==> src/rtl/instr_sequencer_if.sv <==
// CPU instruction handshake bundle between the sequencer and the CPU core.
//   cpu_in/cpu_load/cpu_s : instruction word, IR load strobe and start strobe (sequencer -> CPU)
//   cpu_w/cpu_out/cpu_N/V/Z: wait flag, datapath result and status flags (CPU -> sequencer)
interface instr_sequencer_if;
  logic [15:0] cpu_in;
  logic        cpu_load;
  logic        cpu_s;
  logic        cpu_w;
  logic [15:0] cpu_out;
  logic        cpu_N;
  logic        cpu_V;
  logic        cpu_Z;

  modport master (
    output cpu_in, cpu_load, cpu_s,
    input  cpu_w, cpu_out, cpu_N, cpu_V, cpu_Z
  );

  modport slave (
    input  cpu_in, cpu_load, cpu_s,
    output cpu_w, cpu_out, cpu_N, cpu_V, cpu_Z
  );
endinterface

==> src/rtl/instr_sequencer.sv <==
// Instruction sequencer: holds a small program and issues it to the CPU core one
// instruction at a time (load, start, wait busy, wait idle, capture result).
//   clk, reset            : clock, synchronous active-high reset
//   prog_we/addr/data     : program memory write port (ignored while busy)
//   count, start          : run length (0..DEPTH) and one-cycle run request
//   cpu                   : handshake to the CPU core (master side)
//   result, flags         : last captured datapath_out and {N,V,Z}
//   result_valid          : one-cycle pulse per captured instruction
//   pc, busy, done, error : issue index, run in progress, run finished, timeout abort
module instr_sequencer #(
  parameter int unsigned DEPTH   = 16,
  parameter int unsigned AW      = 4,
  parameter int unsigned TIMEOUT = 255
) (
  input  logic              clk,
  input  logic              reset,
  input  logic              prog_we,
  input  logic [AW-1:0]     prog_addr,
  input  logic [15:0]       prog_data,
  input  logic [AW:0]       count,
  input  logic              start,
  instr_sequencer_if.master cpu,
  output logic [15:0]       result,
  output logic [2:0]        flags,
  output logic              result_valid,
  output logic [AW-1:0]     pc,
  output logic              busy,
  output logic              done,
  output logic              error
);

  localparam int unsigned DW = 16;
  localparam int unsigned TW = (TIMEOUT > 1) ? $clog2(TIMEOUT + 1) : 1;

  typedef enum logic [2:0] {
    S_IDLE, S_LOAD, S_START, S_WAIT_BUSY, S_WAIT_DONE, S_CAPTURE, S_DONE
  } state_t;

  state_t          state_q, state_d;
  logic [TW-1:0]   timer_q, timer_d;
  logic [AW:0]     count_q, count_d;
  logic [AW-1:0]   pc_d;
  logic [DW-1:0]   cpu_in_d, result_d;
  logic [2:0]      flags_d;
  logic            load_d, s_d, rv_d, busy_d, done_d, error_d;
  logic            timer_hit;
  logic [DW-1:0]   mem [DEPTH];

  // Program memory: no reset, writes only while idle or done.
  always_ff @(posedge clk) begin
    if (prog_we && !busy) mem[prog_addr] <= prog_data;
  end

  // The wait states abort when the increment would land on TIMEOUT.
  assign timer_hit = (timer_q == TW'(TIMEOUT - 1));

  // Next state and next registered outputs; strobes are registered on state entry
  // so cpu_load is high exactly while in LOAD and cpu_s exactly while in START.
  always_comb begin
    state_d  = state_q;
    timer_d  = timer_q;
    count_d  = count_q;
    pc_d     = pc;
    cpu_in_d = cpu.cpu_in;
    result_d = result;
    flags_d  = flags;
    load_d   = 1'b0;
    s_d      = 1'b0;
    rv_d     = 1'b0;
    busy_d   = busy;
    done_d   = done;
    error_d  = error;

    case (state_q)
      S_IDLE, S_DONE: begin
        if (start) begin
          done_d  = 1'b0;
          error_d = 1'b0;
          if (count == '0) begin
            state_d = S_DONE;
            done_d  = 1'b1;
          end else begin
            count_d  = count;
            pc_d     = '0;
            busy_d   = 1'b1;
            state_d  = S_LOAD;
            load_d   = 1'b1;
            cpu_in_d = mem[AW'(0)];
          end
        end
      end
      S_LOAD: begin
        state_d = S_START;
        s_d     = 1'b1;
        timer_d = '0;
      end
      S_START: begin
        state_d = S_WAIT_BUSY;
      end
      S_WAIT_BUSY: begin
        if (!cpu.cpu_w) begin
          state_d = S_WAIT_DONE;
          timer_d = '0;
        end else if (timer_hit) begin
          state_d = S_DONE;
          busy_d  = 1'b0;
          done_d  = 1'b1;
          error_d = 1'b1;
        end else begin
          timer_d = timer_q + TW'(1);
        end
      end
      S_WAIT_DONE: begin
        if (cpu.cpu_w) begin
          state_d  = S_CAPTURE;
          rv_d     = 1'b1;
          result_d = cpu.cpu_out;
          flags_d  = {cpu.cpu_N, cpu.cpu_V, cpu.cpu_Z};
        end else if (timer_hit) begin
          state_d = S_DONE;
          busy_d  = 1'b0;
          done_d  = 1'b1;
          error_d = 1'b1;
        end else begin
          timer_d = timer_q + TW'(1);
        end
      end
      S_CAPTURE: begin
        // count_q >= 1 here, so the subtraction cannot underflow.
        if ((AW + 1)'(pc) == count_q - (AW + 1)'(1)) begin
          state_d = S_DONE;
          busy_d  = 1'b0;
          done_d  = 1'b1;
        end else begin
          pc_d     = pc + AW'(1);
          state_d  = S_LOAD;
          load_d   = 1'b1;
          cpu_in_d = mem[pc + AW'(1)];
        end
      end
      default: begin
        state_d = S_IDLE;
      end
    endcase
  end

  // State and output registers.
  always_ff @(posedge clk) begin
    if (reset) begin
      state_q      <= S_IDLE;
      timer_q      <= '0;
      count_q      <= '0;
      pc           <= '0;
      cpu.cpu_in   <= '0;
      cpu.cpu_load <= 1'b0;
      cpu.cpu_s    <= 1'b0;
      result       <= '0;
      flags        <= '0;
      result_valid <= 1'b0;
      busy         <= 1'b0;
      done         <= 1'b0;
      error        <= 1'b0;
    end else begin
      state_q      <= state_d;
      timer_q      <= timer_d;
      count_q      <= count_d;
      pc           <= pc_d;
      cpu.cpu_in   <= cpu_in_d;
      cpu.cpu_load <= load_d;
      cpu.cpu_s    <= s_d;
      result       <= result_d;
      flags        <= flags_d;
      result_valid <= rv_d;
      busy         <= busy_d;
      done         <= done_d;
      error        <= error_d;
    end
  end

endmodule

==> src/flat_wrapper.sv <==
// flat-port wrapper written by rule: the top's interface ports become plain ports
module instr_sequencer_flat 
#(
  parameter int unsigned DEPTH   = 16,
  parameter int unsigned AW      = 4,
  parameter int unsigned TIMEOUT = 255
)
  (clk, reset, prog_we, prog_addr, prog_data, count, start, result, flags, result_valid, pc, busy, done, error, cpu_cpu_in, cpu_cpu_load, cpu_cpu_s, cpu_cpu_w, cpu_cpu_out, cpu_cpu_N, cpu_cpu_V, cpu_cpu_Z);
  instr_sequencer_if cpu_i ();
  input  logic clk;
  input  logic reset;
  input  logic prog_we;
  input  logic [AW-1:0] prog_addr;
  input  logic [15:0] prog_data;
  input  logic [AW:0] count;
  input  logic start;
  output logic [15:0] result;
  output logic [2:0] flags;
  output logic result_valid;
  output logic [AW-1:0] pc;
  output logic busy;
  output logic done;
  output logic error;
  output wire logic [$bits(cpu_i.cpu_in)-1:0] cpu_cpu_in;
  output wire logic [$bits(cpu_i.cpu_load)-1:0] cpu_cpu_load;
  output wire logic [$bits(cpu_i.cpu_s)-1:0] cpu_cpu_s;
  input wire logic [$bits(cpu_i.cpu_w)-1:0] cpu_cpu_w;
  input wire logic [$bits(cpu_i.cpu_out)-1:0] cpu_cpu_out;
  input wire logic [$bits(cpu_i.cpu_N)-1:0] cpu_cpu_N;
  input wire logic [$bits(cpu_i.cpu_V)-1:0] cpu_cpu_V;
  input wire logic [$bits(cpu_i.cpu_Z)-1:0] cpu_cpu_Z;
  assign cpu_cpu_in = cpu_i.cpu_in;
  assign cpu_cpu_load = cpu_i.cpu_load;
  assign cpu_cpu_s = cpu_i.cpu_s;
  assign cpu_i.cpu_w = cpu_cpu_w;
  assign cpu_i.cpu_out = cpu_cpu_out;
  assign cpu_i.cpu_N = cpu_cpu_N;
  assign cpu_i.cpu_V = cpu_cpu_V;
  assign cpu_i.cpu_Z = cpu_cpu_Z;
  instr_sequencer #(.DEPTH(DEPTH), .AW(AW), .TIMEOUT(TIMEOUT)) u_core (.clk(clk), .reset(reset), .prog_we(prog_we), .prog_addr(prog_addr), .prog_data(prog_data), .count(count), .start(start), .cpu(cpu_i), .result(result), .flags(flags), .result_valid(result_valid), .pc(pc), .busy(busy), .done(done), .error(error));
endmodule
==> config.mk <==
export PLATFORM = sky130hd
export DESIGN_NAME = instr_sequencer_flat
export DESIGN_NICKNAME = d
export VERILOG_FILES = /design/src/rtl/instr_sequencer_if.sv /design/src/rtl/instr_sequencer.sv /design/src/flat_wrapper.sv
export SDC_FILE = /design/constraint.sdc
export NUM_CORES = 1
export LEC_CHECK = 0
export CORE_MARGIN = 5
export CORE_UTILIZATION = 50
export DETAILED_ROUTE_END_ITERATION = 10
export HOLD_SLACK_MARGIN = 0.15
export PLACE_DENSITY = 0.75
export SLEW_MARGIN = 0
export SYNTH_ARGS = -nofsm -noshare
export SYNTH_HDL_FRONTEND = slang
export SYNTH_SLANG_ARGS = --single-unit
==> constraint.sdc <==
create_clock -name clk -period 2.8 [get_ports clk]
set_input_delay 0.7 -clock clk [delete_from_list [all_inputs] [get_ports clk]]
set_output_delay 0.7 -clock clk [all_outputs]
set_load 0.01 [all_outputs]
=== After elaboration in Yosys (flattened, before gate mapping) ===
Memory sizes are Yosys's and may differ from the RTL's.
Index checks and enable logic that the tools add are counted.

* Bits in registers: 61
* RAM bits: 256
* Input bits: 49
* Output and inout bits: 45
* Logic and storage cells: 96
* Memories kept: 1

{| class="wikitable"
|+ Memories
! memory !! words !! bits a word !! rd ports !! clocked after Yosys merged registers in !! write ports !! line !! source
|-
| u_core.mem || 16 || 16 || 2 || 0 || 1 || instr_sequencer.sv:47 || <nowiki>logic [DW-1:0] mem [DEPTH];</nowiki>
|}

* $add $sub $neg: 3
* Equality and inequality tests: 14
* Multiplexer cells: 46
* Bitwise operators: 2
* Reductions and logical operators: 17

{| class="wikitable"
|+ Operator list
! cell !! count
|-
| $mux W16 || 3
|-
| $pmux W16 S2 || 1
|-
| $mux W8 || 3
|-
| $pmux W8 S3 || 1
|-
| $mux W1 || 23
|-
| $mux W3 || 6
|-
| $pmux W3 S6 || 1
|-
| $mux W4 || 3
|-
| $ne A2 B2 Y1 const B || 5
|-
| $eq A3 B3 Y1 const B || 3
|-
| $add A8 B1 Y8 const B || 1
|-
| $eq A8 B8 Y1 const B || 1
|-
| $pmux W1 S4 || 2
|-
| $pmux W4 S2 || 1
|-
| $reduce_and A4 Y1 || 2
|-
| $eq A3 B2 Y1 const B || 2
|-
| $reduce_and A6 Y1 || 1
|-
| $reduce_bool A3 Y1 || 2
|-
| $eq A4 B5 Y1 || 1
|-
| $logic_not A5 Y1 || 1
|-
| $reduce_and A5 Y1 || 1
|-
| $sub A5 B1 Y5 const B || 1
|-
| $add A4 B1 Y4 const B || 1
|-
| $reduce_and A2 Y1 || 2
|-
| other kinds (12) || 14
|}

=== Logic depth before layout (Yosys ltp) ===
* Depth after elaboration: 4
* Depth in mapped cells: 8
* Gate-level depth less buffers: 7

=== Worst setup path after synthesis ===
Ideal clock, no wire load.

* Path kind: input port to flip-flop
* Start: input prog_we
* End: memory u_core.mem[8][0], enable pin
* Setup time: 0.409 ns
* Arrival: 2.387 ns
* Required time: 2.391 ns
* Slack: 0.004 ns
* Stages on the path: 3
* Buffers on the path: 0
* Cells stage by stage: nand2b_1 -> or3b_2 -> nor3_1

* Cells in the longest elaborated chain, start to end: 3

{| class="wikitable"
|+ RTL lines
! what !! line !! source
|-
| start: declaration || flat_wrapper.sv:12 || <nowiki>input logic prog_we;</nowiki>
|-
| $logic_and A1 B1 Y1 || instr_sequencer.sv:51 || <nowiki>if (prog_we && !busy) mem[prog_addr] <= prog_data;</nowiki>
|-
| $mux W1 || instr_sequencer.sv:51 ||
|-
| $mux W1 (implied by the code) || instr_sequencer.sv:51 ||
|-
| end: declaration || instr_sequencer.sv:47 ||
|}

Every way passes these cells.

=== Worst setup path in the final report ===
* Start: register u_core.pc[1]
* End: register u_core.cpu.cpu_in[5]

* Cells in the longest elaborated chain, start to end: 4
* Elaborated cells on any way between the ends: 7
* Classes of those cells: add/sub: 1; eq/ne: 2; mux: 2; reduce/logical: 1; memory: 1

{| class="wikitable"
|+ RTL lines
! what !! line !! source
|-
| start: declaration || instr_sequencer.sv:26 || <nowiki>output logic [AW-1:0] pc,</nowiki>
|-
| start signal: assignment || instr_sequencer.sv:167 || <nowiki>pc <= pc_d;</nowiki>
|-
| $add A4 B1 Y4 || instr_sequencer.sv:138 || <nowiki>cpu_in_d = mem[pc + AW'(1)];</nowiki>
|-
| $mem_v2 Z16 W16 || n/a ||
|-
| $mux W16 || instr_sequencer.sv:130 || <nowiki>if ((AW + 1)'(pc) == count_q - (AW + 1)'(1)) begin</nowiki>
|-
| $pmux W16 S2 || instr_sequencer.sv:74 || <nowiki>case (state_q)</nowiki>
|-
| end signal: assignment || instr_sequencer.sv:168 || <nowiki>cpu.cpu_in <= cpu_in_d;</nowiki>
|-
| end: declaration || instr_sequencer_if.sv:15 || <nowiki>output cpu_in, cpu_load, cpu_s,</nowiki>
|}

Several ways; a longest one is shown, not always the timed one. The select of a mux whose other input is x is not followed.
A chain may end at the register's enable or synchronous reset.

==> run metrics <==
antenna cells=0; Hold Crit Class=reg -> reg; final hold vios=0; Max IR drop VDD=0.617 mV; Num CTS Buffers=34; Worst Setup End Kind=register; starting DRC count in detailed routing=806; final setup margin=255 ps; Max FO, Critical Path=43; YS warnings=0; Post-DP HPWL=17.1 mm; commonest non-fill, non-tap cell in the layout=edfxtp_1; CP cell instances=ha_2 -> buf_12 -> mux4_2 -> mux2i_1 -> nor3_1 -> a221oi_1 -> a21oi_1; Placed Instances=1193; hold_buf cts=0; post-CTS setup buffers=0; Post-Synthesis Cells=776; Row Count=58; post-CTS sizing=0; fin crit share=90.9%; area post-placement=14300 µm²; first-pass GRT wire length=42.7 mm; Slew @ Worst Pin=1100 ps; Fmax=393 MHz; Slowest-stage cell, CP=ha_2; Synth Flop Type=edfxtp_1; max_cap viols=0; H-tree depth=2; hold path startpoint=u_core.result[0]; DR pass1 iterations=4; Power, Total=10.2 mW; routed wire length=27.4 mm; clock skew=10.8 ps; outcome=complete, no violations; PD cells=661 nW/µm²; Post-Syn Area per Cell=16.5 µm²; Die Footprint=28900 µm²; post-route cell area=15400 µm²; crit path time final=2550 ps; die height=170 µm; fin nets=952; Yosys cell types=58; I/O Pins=94; Worst EP required=3150 ps; Final ANT Viol Nets=0; Starting Density=50.8%; DR vias=7430; CP Launch Type=register; chip width=170 µm; #FFs+latches synth=317; clk_lat worst skew=520 ps; Residual DRC=0; worst-case clock buffer depth=3; final core occ=61.2%; share of post-route cells with drive strength above 1=19.2%; Layout area overhead=20.4%; Post-synth EDFFs=256; leakage dissipation=4.89 nW; clk sinks=317; clk slew on worst S/H paths=60 ps; final setup fails=0; Finished Layout Cells=1255; Synth Cell Area=12800 µm²; total congestion overflow=0; Worst Hold Slack=451 ps; setup TNS=0 ps; register area share after synthesis=69.6%; Critical R2R Launch=u_core.pc[1]; GRT Overall Usage=19.0%; vias in the first global route=7474; Max Slew Vio Count=0; Worst Setup Slack post-DPL=5.27 ps; RSZ-0062 raised after global routing=false; CP startpoint=u_core.pc[1]; Worst EP arrival=2900 ps; CP Class=reg -> reg; pin count of the biggest net entering global routing=64; crit-path max cell delay=430 ps; PortBufs=93; via/cell ratio=5.92; WL/cell=21.9 µm; async set or reset register ratio after synthesis=0%; syn nets=829; Fillers=1835; Slew HR=26.0%; antenna violations before repair=0; CORE AREA=25200 µm²; Final Wtd Congestion=0.790; TritonCTS clock tree=built; clk root buf=clkbuf_16; leading cell types in the layout, fill and taps excluded=edfxtp_1, clkdlybuf4s50_1, nand2_1
[logic make-up after synthesis]
kind of cell / count (synthesis) / synth area share, %
AND/OR/NAND/NOR: 157 / 5.77
adder cells (fa/ha/maj): 5 / 0.469
flip-flops: 317 / 69.6
multiplexers: 99 / 14.4
XOR/XNOR: 9 / 0.675
buffers and inverters: 58 / 2.33
AO/OA/AOI/OAI: 131 / 6.73
[critical path, delay by kind of cell (launching register included)]
kind	cells	cell delay [ps]
fa+ha+maj	1	430
compound gates	2	590
flops	1	390
simple gates	1	80
buf+inv	1	270
mux	2	620
[power by group]
group	switching, mW	internal [mW]
combinational	0.309	0.250
sequential	0.0636	5.19
clock	1.79	2.58
total	2.16	8.02
[final timing paths]
path / to / slack [ps] / cells past startpoint
worst min register to register: u_core.result[0] / 450 / 2
worst max register to register: u_core.cpu.cpu_in[5] / 250 / 7
worst min-delay path: u_core.result[0] / 450 / 2
worst max-delay path: u_core.cpu.cpu_in[5] / 250 / 7
[state kept, by name (all words and copies together) (netlist names)]
register             cells
u_core.error             1
u_core.flags             3
u_core.pc                4
u_core.cpu.cpu_in       16
u_core.result_valid      1
u_core.timer_q           8
u_core.mem             256
u_core.count_q           5
u_core.busy              1
u_core.result           16
u_core.done              1
u_core.state_q           3
u_core.cpu.cpu_load      1
u_core.cpu.cpu_s         1
[layer usage]
layer	routed length (µm)	global-route usage, %	vias to the layer above	share of wire, %
met2	13200	31.2	255	48
met4	497	4.55	0	1.8
met3	1820	3.34	37	6.6
li1	-	-	3357	-
met5	0	0	-	0
met1	11900	26.8	3781	43
[Yosys cell counts, types with 3 or more instances]
| library cell | n | area share, % |
|---|---|---|
| o211ai_1 | 3 | 0.18 |
| inv_1 | 11 | 0.32 |
| nor3_1 | 28 | 1.1 |
| nand4b_1 | 6 | 0.41 |
| nand2b_1 | 5 | 0.24 |
| a221oi_1 | 18 | 1.2 |
| xnor2_1 | 5 | 0.34 |
| clkbuf_1 | 13 | 0.38 |
| nor2_1 | 24 | 0.70 |
| ha_1 | 4 | 0.39 |
| edfxtp_1 | 256 | 60 |
| o21ai_0 | 13 | 0.51 |
| buf_6 | 5 | 0.44 |
| nand2_1 | 69 | 2.0 |
| a211oi_1 | 6 | 0.35 |
| xor2_1 | 3 | 0.21 |
| a21oi_1 | 53 | 2.1 |
| nand3_1 | 6 | 0.23 |
| buf_1 | 4 | 0.12 |
| mux4_2 | 51 | 9.0 |
| o31ai_1 | 16 | 0.94 |
| mux4_1 | 12 | 2.5 |
| mux2_2 | 16 | 1.4 |
| dfxtp_1 | 61 | 9.5 |
| buf_2 | 20 | 0.78 |
| a31oi_1 | 4 | 0.20 |
| mux2i_1 | 20 | 1.6 |
[final cells by class]
cell class              instances  area [µm²]  share of cell area [%]
clock buffers                  40         927                    6.02
clock inverters                22         176                    1.15
inverters                      11        41.3                   0.268
multi-input cells             401        3630                    23.6
flip-flops and latches        317        8910                    57.9
well taps                     330         413                    2.68
repair buffers                134        1300                    8.45
(Power assumes the default switching activity.)
